==> src/rtl/lbus_rx_arbiter.sv <==
// Packet-granular round-robin merge of several LBUS receive streams onto one
// AXI4-Stream master; the source port index travels on m_axis_tdest.
module lbus_rx_arbiter #(
    parameter int NUM_PORTS     = 2,
    parameter int M_TDATA_WIDTH = 8,
    parameter int DEST_WIDTH    = (NUM_PORTS > 1) ? $clog2(NUM_PORTS) : 1
) (
    input  logic                                 sys_clk,
    input  logic                                 sys_resetn,
    input  logic [NUM_PORTS-1:0]                 port_enable,
    input  logic [NUM_PORTS-1:0]                 s_axis_tvalid,
    output logic [NUM_PORTS-1:0]                 s_axis_tready,
    input  logic [NUM_PORTS*M_TDATA_WIDTH*8-1:0] s_axis_tdata,
    input  logic [NUM_PORTS*M_TDATA_WIDTH-1:0]   s_axis_tkeep,
    input  logic [NUM_PORTS-1:0]                 s_axis_tlast,
    output logic                                 m_axis_tvalid,
    input  logic                                 m_axis_tready,
    output logic [M_TDATA_WIDTH*8-1:0]           m_axis_tdata,
    output logic [M_TDATA_WIDTH-1:0]             m_axis_tkeep,
    output logic                                 m_axis_tlast,
    output logic [DEST_WIDTH-1:0]                m_axis_tdest,
    output logic                                 busy
);

    localparam int DW = M_TDATA_WIDTH * 8;
    localparam int KW = M_TDATA_WIDTH;
    localparam logic [DEST_WIDTH-1:0] LAST_PORT = DEST_WIDTH'(NUM_PORTS - 1);

    typedef enum logic [0:0] {
        ST_IDLE = 1'b0,
        ST_BUSY = 1'b1
    } state_t;

    state_t                r_state;
    state_t                w_state_nxt;
    logic [DEST_WIDTH-1:0] r_gnt;
    logic [DEST_WIDTH-1:0] w_gnt_nxt;
    logic [DEST_WIDTH-1:0] r_ptr;
    logic [DEST_WIDTH-1:0] w_ptr_nxt;
    logic [DEST_WIDTH:0]   w_pick;

    logic                  r_tvalid;
    logic [DW-1:0]         r_tdata;
    logic [KW-1:0]         r_tkeep;
    logic                  r_tlast;
    logic [DEST_WIDTH-1:0] r_tdest;

    logic                  w_sel_valid;
    logic                  w_sel_last;
    logic [DW-1:0]         w_sel_data;
    logic [KW-1:0]         w_sel_keep;
    logic                  w_hit;
    logic                  w_out_free;
    logic                  w_accept;
    logic [NUM_PORTS-1:0]  w_tready;

    // Lowest set request at or above ptr, otherwise lowest set request overall.
    function automatic logic [DEST_WIDTH:0] rr_pick(
        input logic [NUM_PORTS-1:0]  req,
        input logic [DEST_WIDTH-1:0] ptr
    );
        logic [DEST_WIDTH-1:0] win_hi;
        logic [DEST_WIDTH-1:0] win_lo;
        logic                  found_hi;
        logic                  hit_hi;
        win_hi   = '0;
        win_lo   = '0;
        found_hi = 1'b0;
        for (int j = NUM_PORTS - 1; j >= 0; j--) begin
            hit_hi   = req[j] & (j >= int'(ptr));
            win_hi   = hit_hi ? DEST_WIDTH'(j) : win_hi;
            found_hi = found_hi | hit_hi;
            win_lo   = req[j] ? DEST_WIDTH'(j) : win_lo;
        end
        return {|req, (found_hi ? win_hi : win_lo)};
    endfunction

    assign w_out_free = ~r_tvalid | m_axis_tready;
    assign w_accept   = (r_state == ST_BUSY) & w_sel_valid & w_out_free;

    // Multiplex the granted port's stream and drive its ready.
    always_comb begin
        w_sel_valid = 1'b0;
        w_sel_last  = 1'b0;
        w_sel_data  = '0;
        w_sel_keep  = '0;
        w_hit       = 1'b0;
        w_tready    = '0;
        for (int i = 0; i < NUM_PORTS; i++) begin
            w_hit       = (r_gnt == DEST_WIDTH'(i));
            w_sel_valid = w_hit ? s_axis_tvalid[i] : w_sel_valid;
            w_sel_last  = w_hit ? s_axis_tlast[i] : w_sel_last;
            w_sel_data  = w_hit ? s_axis_tdata[i*DW +: DW] : w_sel_data;
            w_sel_keep  = w_hit ? s_axis_tkeep[i*KW +: KW] : w_sel_keep;
            w_tready[i] = w_hit & (r_state == ST_BUSY) & w_out_free;
        end
    end

    assign s_axis_tready = w_tready;

    // Next state, grant capture and pointer advance after each tlast.
    always_comb begin
        w_state_nxt = r_state;
        w_gnt_nxt   = r_gnt;
        w_ptr_nxt   = r_ptr;
        w_pick      = rr_pick(s_axis_tvalid & port_enable, r_ptr);
        case (r_state)
            ST_IDLE: begin
                if (w_pick[DEST_WIDTH]) begin
                    w_state_nxt = ST_BUSY;
                    w_gnt_nxt   = w_pick[DEST_WIDTH-1:0];
                end else begin
                    w_state_nxt = ST_IDLE;
                end
            end
            ST_BUSY: begin
                if (w_accept && w_sel_last) begin
                    w_state_nxt = ST_IDLE;
                    w_ptr_nxt   = (r_gnt == LAST_PORT) ? '0 : r_gnt + DEST_WIDTH'(1);
                end else begin
                    w_state_nxt = ST_BUSY;
                end
            end
            default: begin
                w_state_nxt = ST_IDLE;
            end
        endcase
    end

    // FSM, grant and round-robin pointer registers.
    always_ff @(posedge sys_clk or negedge sys_resetn) begin
        if (!sys_resetn) begin
            r_state <= ST_IDLE;
            r_gnt   <= '0;
            r_ptr   <= '0;
        end else begin
            r_state <= w_state_nxt;
            r_gnt   <= w_gnt_nxt;
            r_ptr   <= w_ptr_nxt;
        end
    end

    // Output register: loads on accept, holds while stalled, drains on ready.
    always_ff @(posedge sys_clk or negedge sys_resetn) begin
        if (!sys_resetn) begin
            r_tvalid <= 1'b0;
            r_tdata  <= '0;
            r_tkeep  <= '0;
            r_tlast  <= 1'b0;
            r_tdest  <= '0;
        end else if (w_accept) begin
            r_tvalid <= 1'b1;
            r_tdata  <= w_sel_data;
            r_tkeep  <= w_sel_keep;
            r_tlast  <= w_sel_last;
            r_tdest  <= r_gnt;
        end else if (m_axis_tready) begin
            r_tvalid <= 1'b0;
        end else begin
            r_tvalid <= r_tvalid;
        end
    end

    assign m_axis_tvalid = r_tvalid;
    assign m_axis_tdata  = r_tdata;
    assign m_axis_tkeep  = r_tkeep;
    assign m_axis_tlast  = r_tlast;
    assign m_axis_tdest  = r_tdest;
    assign busy          = (r_state == ST_BUSY);

endmodule
==> config.mk <==
export PLATFORM = sky130hd
export DESIGN_NAME = lbus_rx_arbiter
export DESIGN_NICKNAME = d
export VERILOG_FILES = /design/src/rtl/lbus_rx_arbiter.sv
export SDC_FILE = /design/constraint.sdc
export NUM_CORES = 1
export LEC_CHECK = 0
export CORE_UTILIZATION = 25
export CTS_BUF_LIST = sky130_fd_sc_hd__clkbuf_4 sky130_fd_sc_hd__clkbuf_8
export DETAILED_ROUTE_END_ITERATION = 8
export DONT_BUFFER_PORTS = 1
export GPL_ROUTABILITY_DRIVEN = 1
export GPL_TIMING_DRIVEN = 0
export PLACE_DENSITY = 0.38
export SLEW_MARGIN = 10
export SYNTH_ARGS = -nofsm -noshare
export SYNTH_HDL_FRONTEND = slang
export SYNTH_SLANG_ARGS = --single-unit
==> constraint.sdc <==
create_clock -name sys_clk -period 2.55 [get_ports sys_clk]
set_input_delay 0.51 -clock sys_clk [delete_from_list [all_inputs] [get_ports sys_clk]]
set_output_delay 0.51 -clock sys_clk [all_outputs]
set_load 0.03 [all_outputs]
Yosys cells after proc, flatten, opt, wreduce, memory -nomap -nowiden
Index checks and enable logic that the tools add are counted.
{ "word_totals": {"reg_bits": 78, "inputBits": 153, "out_inout_bits": 78, "elab_cells": 42} }
{ "classes": {"addsub": 1, "order_cmp": 1, "mux": 14, "bitwise": 13, "n_reduce_logical": 5} }
{ "op_table": {"columns": ["cell", "n"], "rows": [
  ["$mux 64", 1],
  ["$mux 1", 11],
  ["$mux 8", 1],
  ["$and 1x1->1", 7],
  ["$reduce_and 2->1", 2],
  ["$not 1->1", 3],
  ["$and 2x2->2", 1],
  ["$or 1x1->1", 2],
  ["$pmux 1 s2", 1],
  ["$reduce_bool 2->1", 1],
  ["$reduce_or 2->1", 1],
  ["$add 1x1->1 const B", 1],
  ["$ge 1x1->1 const A", 1],
  ["$logic_and 1x1->1", 1]
]} }

Longest topological paths before layout
Gate-level depths: netlist of the first run.
{ "logic_depth": {"word_depth": 6, "depth_mapped": 6, "mapped_depth_nobuf": 3} }

Worst setup path after synthesis of the first run
OpenSTA, ideal clock, no wires.
{ "synth_timing": {"path_type": "register to output", "startpoint": "register r_state (netlist: busy)", "endpoint": "output s_axis_tready[0]", "t_arrival_ps": 1665, "required_ps": 2040, "slack_ps": 375, "stages_incl_launch_ff": 6, "path_buffers": 3, "path_cell_list": "dfrtp_1 > buf_2 > buf_2 > buf_1 > nand2_1 > nor2_1"} }
{ "synth_between": {"elab_chain_len": 2} }
{ "synth_lines": {"columns": ["item", "line_no", "text"], "rows": [
  ["start, declared", "34", "state_t r_state;"],
  ["start signal, assigned", "137", "r_state <= w_state_nxt;"],
  ["$and 1x1->1 (2 in series)", "95", "w_tready[i] = w_hit & (r_state == ST_BUSY) & w_out_free;"],
  ["end, declared", "12", "output logic [NUM_PORTS-1:0] s_axis_tready,"]
]} }
Every way passes these cells.

Worst setup path in the final report of the first run
Same ends and word-level chain as after synthesis.

==> metrics.cfg, run 1 <==
[clocking]
cts_root_buf=clkbuf_8
tritoncts=done
cts_buffers=9
cts.sinks=78
clock_latency_ps=370
htree_num_levels=3
clk_pin_slew_worst_paths_ps=80
clock_path_buffers=2

[power]
power-per-cell-area_nw_per_um2=1615
p_leak_uw=0.001782
ir_worst_vdd_mv=0.5370

[finish]
num_antenna_cells=0
final_cell_area_um2=4552
n_fill_cell=1687
fin_util=0.2876
nets=521
multi_input_area_um2=1851
drive_above_1_share=0.2520
syn2layout_area_growth_pct=12.67
layout.area.seq_um2=1954

[sta]
min_period_ps=2388
max_freq_mhz=418.8
rsz0062_at_grt=false
slew_violations=0
fin_crit_sh=0.9364
clock_skew_ps=10.33
finalWorstSetupSlack_ps=162.1
maxSlewHeadroom=0.5098
hold_viol=0
worstMarginPinSlew_ps=735.3
finalSetupViolCount=0

[worst_setup_path]
ff2ff_path_depth=5
cp.required_ps=2040
arrival_ps=1880
r2r-end=m_axis_tdata[55]$_DFFE_PN0P_
start_kind=flop
timing.rr.start=m_axis_tvalid$_DFFE_PN0P_
critPathCaptureType=output pin
critPathKind=reg2out
critPathMaxFanout=19
ff2ff_setup_slack_ps=750

[global_route]
track_usage=0.1469
grt_max_degree=79
antenna_found_initial=0
grt_pass1_vias=3018
grt_pass1_wl_mm=18.00
gr-total-overflow=0

[logic_synthesis]
synth_cells=359
ys_top_cells_by_count=78 x dfrtp_1, 72 x a31oi_1, 72 x mux2i_1
synth_area_um2=4040
yosysMostFrequentCell=dfrtp_1
yosysTopAreaCell=dfrtp_1
seq_area_frac_synth=0.4831
yosys_warnings=0
synth-edff-count=0
synth-async-reset-ratio=1.000
ys_ff_latch=78
syn_area_per_cell_um2=11.25
syn_nets=512
synth_area_leaders=dfrtp_1 48%, mux2i_1 18%, a31oi_1 11%
synth_top_area_share=0.4831
ys_types=24
synthFlopType=dfrtp_1

[detailed_routing]
drt-initial-drc-count=118
first_pass_iters=4
finalWirelength_mm=12.37
final_antenna_net_count=0
wl_per_cell_um=21.01
drc=0
viasPerCell=5.102
vias=3005

[job]
cap_violations=0

[floorplan]
core_area_um2=15830
initial_core_util=0.2553
io_pins=231
die_y_um=129.1
die_area_um2=16670
die_w_um=129.1
row_count=46

[outcome]
status=finished, final reports clean

[placement]
portBuffers=0
globalplace.congestion=0.6429
dp_hpwl_mm=8.814
post_dp_cell_area_um2=4310
pre_cts_ws_ps=-276.4

[worst_hold_path]
min_path_type=in2async

==> critical path, cell delays in order, from the launching register on <==
cell and delay, ps:
dfrtp_2 480, buf_2 300, buf_4 310, nand2_1 160, nor2_4 250
==> report_power, final <==
group / total, uW / switching, uW / leakage (uW) / internal, uW
Combinational: 2860 / 1720 / 0.000827 / 1140
Sequential: 3490 / 1650 / 0.000857 / 1840
Clock: 999 / 495 / 0.0000976 / 504
Total: 7350 / 3870 / 0.00178 / 3480
==> routing by layer <==
layer / share of wire / vias to the layer above / global-route usage
li1: - / 1374 / -
met2: 0.46 / 151 / 0.2309
met4: 0.015 / 0 / 0.06298
met3: 0.089 / 11 / 0.05285
met5: 0 / - / 0
met1: 0.43 / 1469 / 0.1812
==> how the worst max path moves through the flow <==
stage / from / endpoint / slack [ps] / cells after the start
after floorplan: busy$_DFF_PN0_ / s_axis_tready[0] / 380 / 5
after global placement: busy$_DFF_PN0_ / s_axis_tready[0] / -260 / 5
after detailed placement: busy$_DFF_PN0_ / s_axis_tready[0] / -280 / 5
after CTS: m_axis_tvalid$_DFFE_PN0P_ / s_axis_tready[0] / 40 / 5
after global routing: busy$_DFF_PN0_ / s_axis_tready[0] / 10 / 4
final: busy$_DFF_PN0_ / s_axis_tready[0] / 160 / 4
==> final cells by class <==
type | instances | area share
Sequential cell | 78 | 0.4294
Multi-Input combinational cell | 236 | 0.4065
Tap cell | 216 | 0.05937
Buffer | 40 | 0.05113
Clock buffer | 11 | 0.03326
Clock inverter | 5 | 0.01264
Timing Repair Buffer | 1 | 0.006047
Inverter | 2 | 0.001649
==> flip-flops by register name (all words and copies together) (netlist names) <==
signal,count
m_axis_tdata,64
m_axis_tvalid,1
busy,1
m_axis_tlast,1
m_axis_tdest,1
r_ptr,1
m_axis_tkeep,8
r_gnt,1
==> repair_timing <==
action | in CTS | in global routing
pin swaps | 0 | 1
hold buffers | 1 | 0
endpoints found under the hold margin | 78 | 0
endpoints found under the setup margin | 2 | 2
buffers inserted | 0 | 0
gates resized for setup | 6 | 1
==> cells by family (layout without fill, tap and decap cells) <==
family	count (synthesis)	in the layout	share of synthesized area
and+or+nand+nor	12	12	0.01580
DFF	78	78	0.4831
buffers and inverters	45	59	0.06132
AOI/OAI and AO/OA	149	149	0.2521
muxes	75	75	0.1877
==> stage by stage <==
step	cells	TNS (ps)	total power, uW	hold slack [ps]
3_3_place_gp	575	-264.5	6365	216.3
2_1_floorplan	359	0	5614	214.4
4_1_cts	590	0	7491	35.83
3_5_place_dp	575	-299.6	6418	216.1
6_report	589	0	7349	43.16
5_1_grt	589	0	7865	48.45
==> placed cells by master, fill, tap and decap left out, drive strengths merged <==
| master | instances |
|---|---|
| a21oi | 72 |
| bufinv | 1 |
| nand2b | 1 |
| nand4 | 1 |
| a32oi | 1 |
| o31ai | 1 |
| clkinv | 1 |
| inv | 2 |
| nand2 | 5 |
| o2bb2ai | 1 |
| mux2 | 3 |
| mux2i | 72 |
| nor2 | 2 |
| buf | 24 |
| dfrtp | 78 |
| a31oi | 72 |
| clkinvlp | 3 |
| and3 | 2 |
| o21ai | 2 |
| clkbuf | 28 |
| nand3b | 1 |
Power figures use the tool's default switching activity.
==> run 2, diff against run 1 <==
GPL_TIMING_DRIVEN = not set   (was 0)
==> run 2 against run 1 <==
Against the previous run: register-to-register slack lost 110 ps; first-iteration DRC count shrank 13%; clock skew shrank 5.0 ps; critical path depth shrank 1; count of clock-buffer cells in the layout is the same; routed wire length shrank 13%; die area is the same; worst setup slack gained 170 ps; via count shrank 3.1%; fmax grew 7.4%; highest routed layer unchanged.
==> metrics.cfg, run 2 (synthesis gave the netlist of run 1 again) <==
[placement]
pre_cts_ws_ps=614.6  ; +891.0 ps
globalplace.congestion=0.6409  ; -0.31%
post_dp_cell_area_um2=4160  ; -3.5%
portBuffers=0  ; unchanged
dp_hpwl_mm=7.047  ; -20%

[power]
power-per-cell-area_nw_per_um2=1631  ; +0.99%
ir_worst_vdd_mv=0.6302  ; +17%
p_leak_uw=0.001730  ; -2.9%

[detailed_routing]
final_antenna_net_count=0  ; unchanged
drt-initial-drc-count=103  ; -13%
viasPerCell=5.208  ; +2.1%
drc=0  ; unchanged
vias=2911  ; -3.1%
finalWirelength_mm=10.76  ; -13%
first_pass_iters=4  ; unchanged
wl_per_cell_um=19.24  ; -8.4%

[clocking]
cts_root_buf=clkbuf_8
clk_pin_slew_worst_paths_ps=80  ; about the same
clock_latency_ps=350  ; -20 ps
cts.sinks=78  ; unchanged
postCtsSetupBuffers=0  ; unchanged
clock_path_buffers=2  ; unchanged
tritoncts=done
cts_buffers=9  ; unchanged
htree_num_levels=3  ; unchanged

[finish]
num_antenna_cells=0  ; unchanged
n_fill_cell=1666  ; -1.2%
syn2layout_area_growth_pct=9.601
layout_common_cells=76 x dfrtp_1, 72 x mux2i_1, 72 x a31oi_1, 46 x a21oi_2, 26 x a21oi_1
multi_input_area_um2=1843  ; -0.41%
final_cell_area_um2=4428  ; -2.7%
layout_commonest_cell=dfrtp_1
nets=492  ; -5.6%
fin_util=0.2798  ; -0.007826
largest_register_ff_count=64  ; unchanged
drive_above_1_share=0.2332  ; -0.01877
layout.area.seq_um2=1957  ; +0.13%

[global_route]
track_usage=0.1291  ; -0.01778
grt_pass1_vias=2796  ; -7.4%
grt_max_degree=79  ; unchanged
gr-total-overflow=0  ; unchanged
grt_pass1_wl_mm=16.33  ; -9.3%
antenna_found_initial=0  ; unchanged

[worst_setup_path]
ff2ff_path_depth=4  ; -1
critPathMaxFanout=37  ; +18
start_kind=flop
crit_chain=buf_4 > nor2_1 > buf_4
critPathMaxStageDelay_ps=530  ; +50 ps
ff2ff_setup_slack_ps=640  ; -110 ps
critPathSlowestCell=dfrtp_4
arrival_ps=1710  ; -170 ps
cpMostUsedCell=buf_4
critPathCaptureType=output pin
critPathKind=reg2out
cp.required_ps=2040  ; about the same

[sta]
rsz0062_at_grt=false
min_period_ps=2223  ; -165.3 ps
slew_violations=0  ; unchanged
hold_viol=0  ; unchanged
finalSetupViolCount=0  ; unchanged
clock_skew_ps=5.369  ; -4.965 ps
fin_crit_sh=0.8716  ; -0.06483
holdWs_ps=50.35  ; +7.193 ps
maxSlewHeadroom=0.6022  ; +0.09240
fin_setup_tns_ps=0  ; unchanged
max_freq_mhz=449.9  ; +7.4%
worstMarginPinSlew_ps=596.7  ; -138.6 ps
finalWorstSetupSlack_ps=327.4  ; +165.3 ps

[outcome]
status=finished, final reports clean

[floorplan]
io_pins=231  ; unchanged
initial_core_util=0.2553  ; unchanged
row_count=46  ; unchanged
die_area_um2=16670  ; unchanged
die_y_um=129.1  ; unchanged
core_area_um2=15830  ; unchanged
die_w_um=129.1  ; unchanged

[worst_hold_path]
min_path_type=in2async

[job]
cap_violations=0  ; unchanged

## run 2: cell types whose count changed in the layout (fill, tap and decap cells not counted), moves of 2 or more
cell	change
clkbuf_1	-17
buf_2	-12
buf_4	+7
buf_6	-7
clkinvlp_4	-3
bufinv_16	+2
## run 2: final timing paths
check | startpoint | endpoint
hold / removal | sys_resetn | m_axis_tdata[56]$_DFFE_PN0P_
setup reg to reg | r_gnt$_DFFE_PN0P_ | m_axis_tdata[18]$_DFFE_PN0P_
min in group sys_clk | s_axis_tlast[0] | r_ptr$_DFFE_PN0P_
max in group asynchronous | sys_resetn | r_gnt$_DFFE_PN0P_
hold reg to reg | r_ptr$_DFFE_PN0P_ | r_ptr$_DFFE_PN0P_
setup / recovery | r_gnt$_DFFE_PN0P_ | s_axis_tready[0]
## run 2: through the flow
stage                     cells  total power [uW]
final                       559              7220
after global routing        559              7711
after CTS                   559              7338
after detailed placement    543              6130
after global placement      543              6083
after floorplan             359              5614
## run 2: routing by layer
layer | part of all wire | global-route usage | vias up
met4 | 0.0097 | 0.03529 | 0
met2 | 0.47 | 0.2052 | 155
met3 | 0.11 | 0.06317 | 6
li1 | - | - | 1316
met5 | 0 | 0 | -
met1 | 0.41 | 0.1544 | 1434
## run 2: power breakdown
| part | total (uW) | switching, uW | internal, uW |
|---|---|---|---|
| combinational | 2550 | 1550 | 1010 |
| sequential | 3520 | 1670 | 1840 |
| clock | 1150 | 466 | 682 |
| total | 7220 | 3690 | 3530 |
## run 2: timing repair
item / in CTS / in global routing
endpoints found under the setup margin: 0 / 0
resized for setup: 0 / 0
hold buffers: 1 / 0
hold endpoints to repair: 78 / 0
## run 2: cell type report
type                            count  share of cell area
Clock buffer                       11             0.03278
Inverter                            2            0.001695
Timing Repair Buffer               12             0.02487
Tap cell                          216             0.06103
Multi-Input combinational cell    236              0.4162
Clock inverter                      4             0.02147
Sequential cell                    78              0.4419
## run 2: worst max-delay path: cells and delay by family, from the launching register on
family / cells / cell delay (ps)
buffers and inverters: 2 / 710
flip-flops: 1 / 530
AND/OR/NAND/NOR: 1 / 110
==> run 3, diff against run 2 <==
ABC_CLOCK_PERIOD_IN_PS = 2550   (was not set)
CORE_UTILIZATION = 35   (was 25)
CTS_BUF_LIST = not set   (was sky130_fd_sc_hd__clkbuf_4 sky130_fd_sc_hd__clkbuf_8)
PLACE_DENSITY = 0.49   (was 0.38)
==> run 3 against run 2 <==
Against the previous run: sequential share of layout area rose by 0.25 points; hold slack better by 24 ps; utilization is 12 points higher; flip-flop and latch count unchanged; clock power increased by 10%; combinational power is essentially flat; largest power group unchanged.
==> metrics.cfg, run 3 (synthesis gave the netlist of run 1 again) <==
[placement]
globalplace.congestion=0.6963  ; +8.6%
dp_hpwl_mm=6.770  ; -3.9%
pre_cts_ws_ps=530.8  ; -83.85 ps
portBuffers=0  ; unchanged

[finish]
multi_input_area_um2=1843  ; unchanged
layout.area.seq_um2=1957  ; unchanged
layout_commonest_cell=dfrtp_1
layout_common_cells=76 x dfrtp_1, 72 x mux2i_1, 72 x a31oi_1, 46 x a21oi_2, 26 x a21oi_1
largest_register_ff_count=64  ; unchanged
syn2layout_area_growth_pct=8.981
drive_above_1_share=0.2303  ; -0.002915
nets=491  ; -0.20%
fin_util=0.3992  ; +0.1194
n_fill_cell=1067  ; -36%
num_antenna_cells=0  ; unchanged

[detailed_routing]
final_antenna_net_count=0  ; unchanged
viasPerCell=5.921  ; +14%
wl_per_cell_um=20.94  ; +8.9%
dr_wl_met2_mm=4.991  ; -0.99%
wl_met3_um=995  ; -17%
met1_length_mm=4.025  ; -8.6%
drt-initial-drc-count=204  ; +98%
routed.top_layer=met4
first_pass_iters=4  ; unchanged
vias=2860  ; -1.8%
finalWirelength_mm=10.12  ; -5.9%
drc=0  ; unchanged

[global_route]
grt_pass1_vias=2687  ; -3.9%
grt_pass1_wl_mm=14.81  ; -9.3%
grt_max_degree=79  ; unchanged
track_usage=0.1647  ; +0.03557
antenna_found_initial=0  ; unchanged
gr-total-overflow=0  ; unchanged

[sta]
rsz0062_at_grt=false
min_period_ps=2246  ; +23.74 ps
fin_crit_sh=0.8809  ; +0.009310
holdWs_ps=74.19  ; +23.84 ps
hold_viol=0  ; unchanged
max_freq_mhz=445.2  ; -1.1%
finalWorstSetupSlack_ps=303.7  ; -23.74 ps
worstMarginPinSlew_ps=604.0  ; +7.317 ps
clock_skew_ps=12.95  ; +7.581 ps
slew_violations=0  ; unchanged
fin_setup_tns_ps=0  ; unchanged
finalSetupViolCount=0  ; unchanged
maxSlewHeadroom=0.5973  ; -0.004877

[power]
comb_power_share=0.352  ; -0.002
p_clk_frac=0.173  ; +0.014
p_switching_uw=3698  ; +0.23%
ir_worst_vdd_mv=0.5453  ; -13%
power_frac_seq=0.475  ; -0.012
p_leak_uw=0.001748  ; +1.1%
intPower_uw=3639  ; +3.1%
sw_frac_of_total=0.5040  ; -0.006953
power-per-cell-area_nw_per_um2=1666  ; +2.2%

[floorplan]
io_pins=231  ; unchanged
die_y_um=109.4  ; -15%
die_w_um=109.4  ; -15%
initial_core_util=0.3663  ; +0.1110
core_area_um2=11030  ; -30%
die_area_um2=11980  ; -28%
row_count=38  ; -17%

[clocking]
cts_buffers=9  ; unchanged
htree_num_levels=3  ; unchanged
clock_latency_ps=330  ; -20 ps
cts.sinks=78  ; unchanged
cts_root_buf=clkbuf_16
clk_pin_slew_worst_paths_ps=70  ; about the same
clock_path_buffers=2  ; unchanged
tritoncts=done

[worst_setup_path]
ff2ff_path_depth=3  ; -1
start_kind=flop
timing.rr.start=r_gnt$_DFFE_PN0P_
ff2ff_setup_slack_ps=560  ; -80 ps
arrival_ps=1740  ; +30 ps
critPathKind=reg2out
cp.required_ps=2040  ; about the same
r2r-end=m_axis_tdest$_DFFE_PN0P_
critPathCaptureType=output pin
critPathMaxFanout=22  ; -41%

[worst_hold_path]
min_path_type=in2async

[outcome]
status=finished, final reports clean

[job]
cap_violations=0  ; unchanged

-- run 3: cell type report --
cell class,count,share of cell area
clock buffer,10,0.05200
clock inverter,6,0.01449
inverter,2,0.001705
multi-input combinational,236,0.4186
sequential,78,0.4444
tap,140,0.03978
timing repair buffer,11,0.02899
-- run 3: power groups by stage --
stage / clock (uW) / combinational [uW] / sequential [uW]
floorplan: 0 / 2280 / 3340
global placement: 0 / 2550 / 3530
detailed placement: 0 / 2610 / 3530
CTS: 1310 / 2630 / 3510
global route: 1360 / 2870 / 3580
finish: 1270 / 2580 / 3480
-- run 3: layer usage --
layer | track usage | vias to the layer above
li1 | - | 1312
met4 | 0.05429 | 0
met3 | 0.05987 | 9
met5 | 0 | -
met2 | 0.2767 | 147
met1 | 0.1947 | 1392
-- run 3: critical path, stage by stage (launching register included) --
cell and delay, ps:
dfrtp_1 490, nand2b_2 420, nand2_1 160, nor2_1 150
buf_4 180
-- run 3: what timing repair did --
action,4_1_cts,5_1_grt
hold buffers,1,0
hold endpoints to repair,78,0
setup buffers,0,0
resized for setup,0,0
-- run 3: worst max-delay path by stage --
stage	slack, ps	end	startpoint
after floorplan	380	s_axis_tready[0]	busy$_DFF_PN0_
after global placement	550	m_axis_tlast$_DFFE_PN0P_	m_axis_tready
after detailed placement	530	m_axis_tlast$_DFFE_PN0P_	m_axis_tready
after CTS	280	s_axis_tready[0]	m_axis_tvalid$_DFFE_PN0P_
after global routing	170	s_axis_tready[0]	m_axis_tvalid$_DFFE_PN0P_
final	300	s_axis_tready[0]	m_axis_tvalid$_DFFE_PN0P_
-- run 3: through the flow --
stage	cells	total power (uW)	cell area, um^2
after detailed placement	466	6133	4083
after global placement	466	6073	4083
after global routing	483	7810	4403
after floorplan	359	5614	4040
final	483	7337	4403
after CTS	483	7446	4403
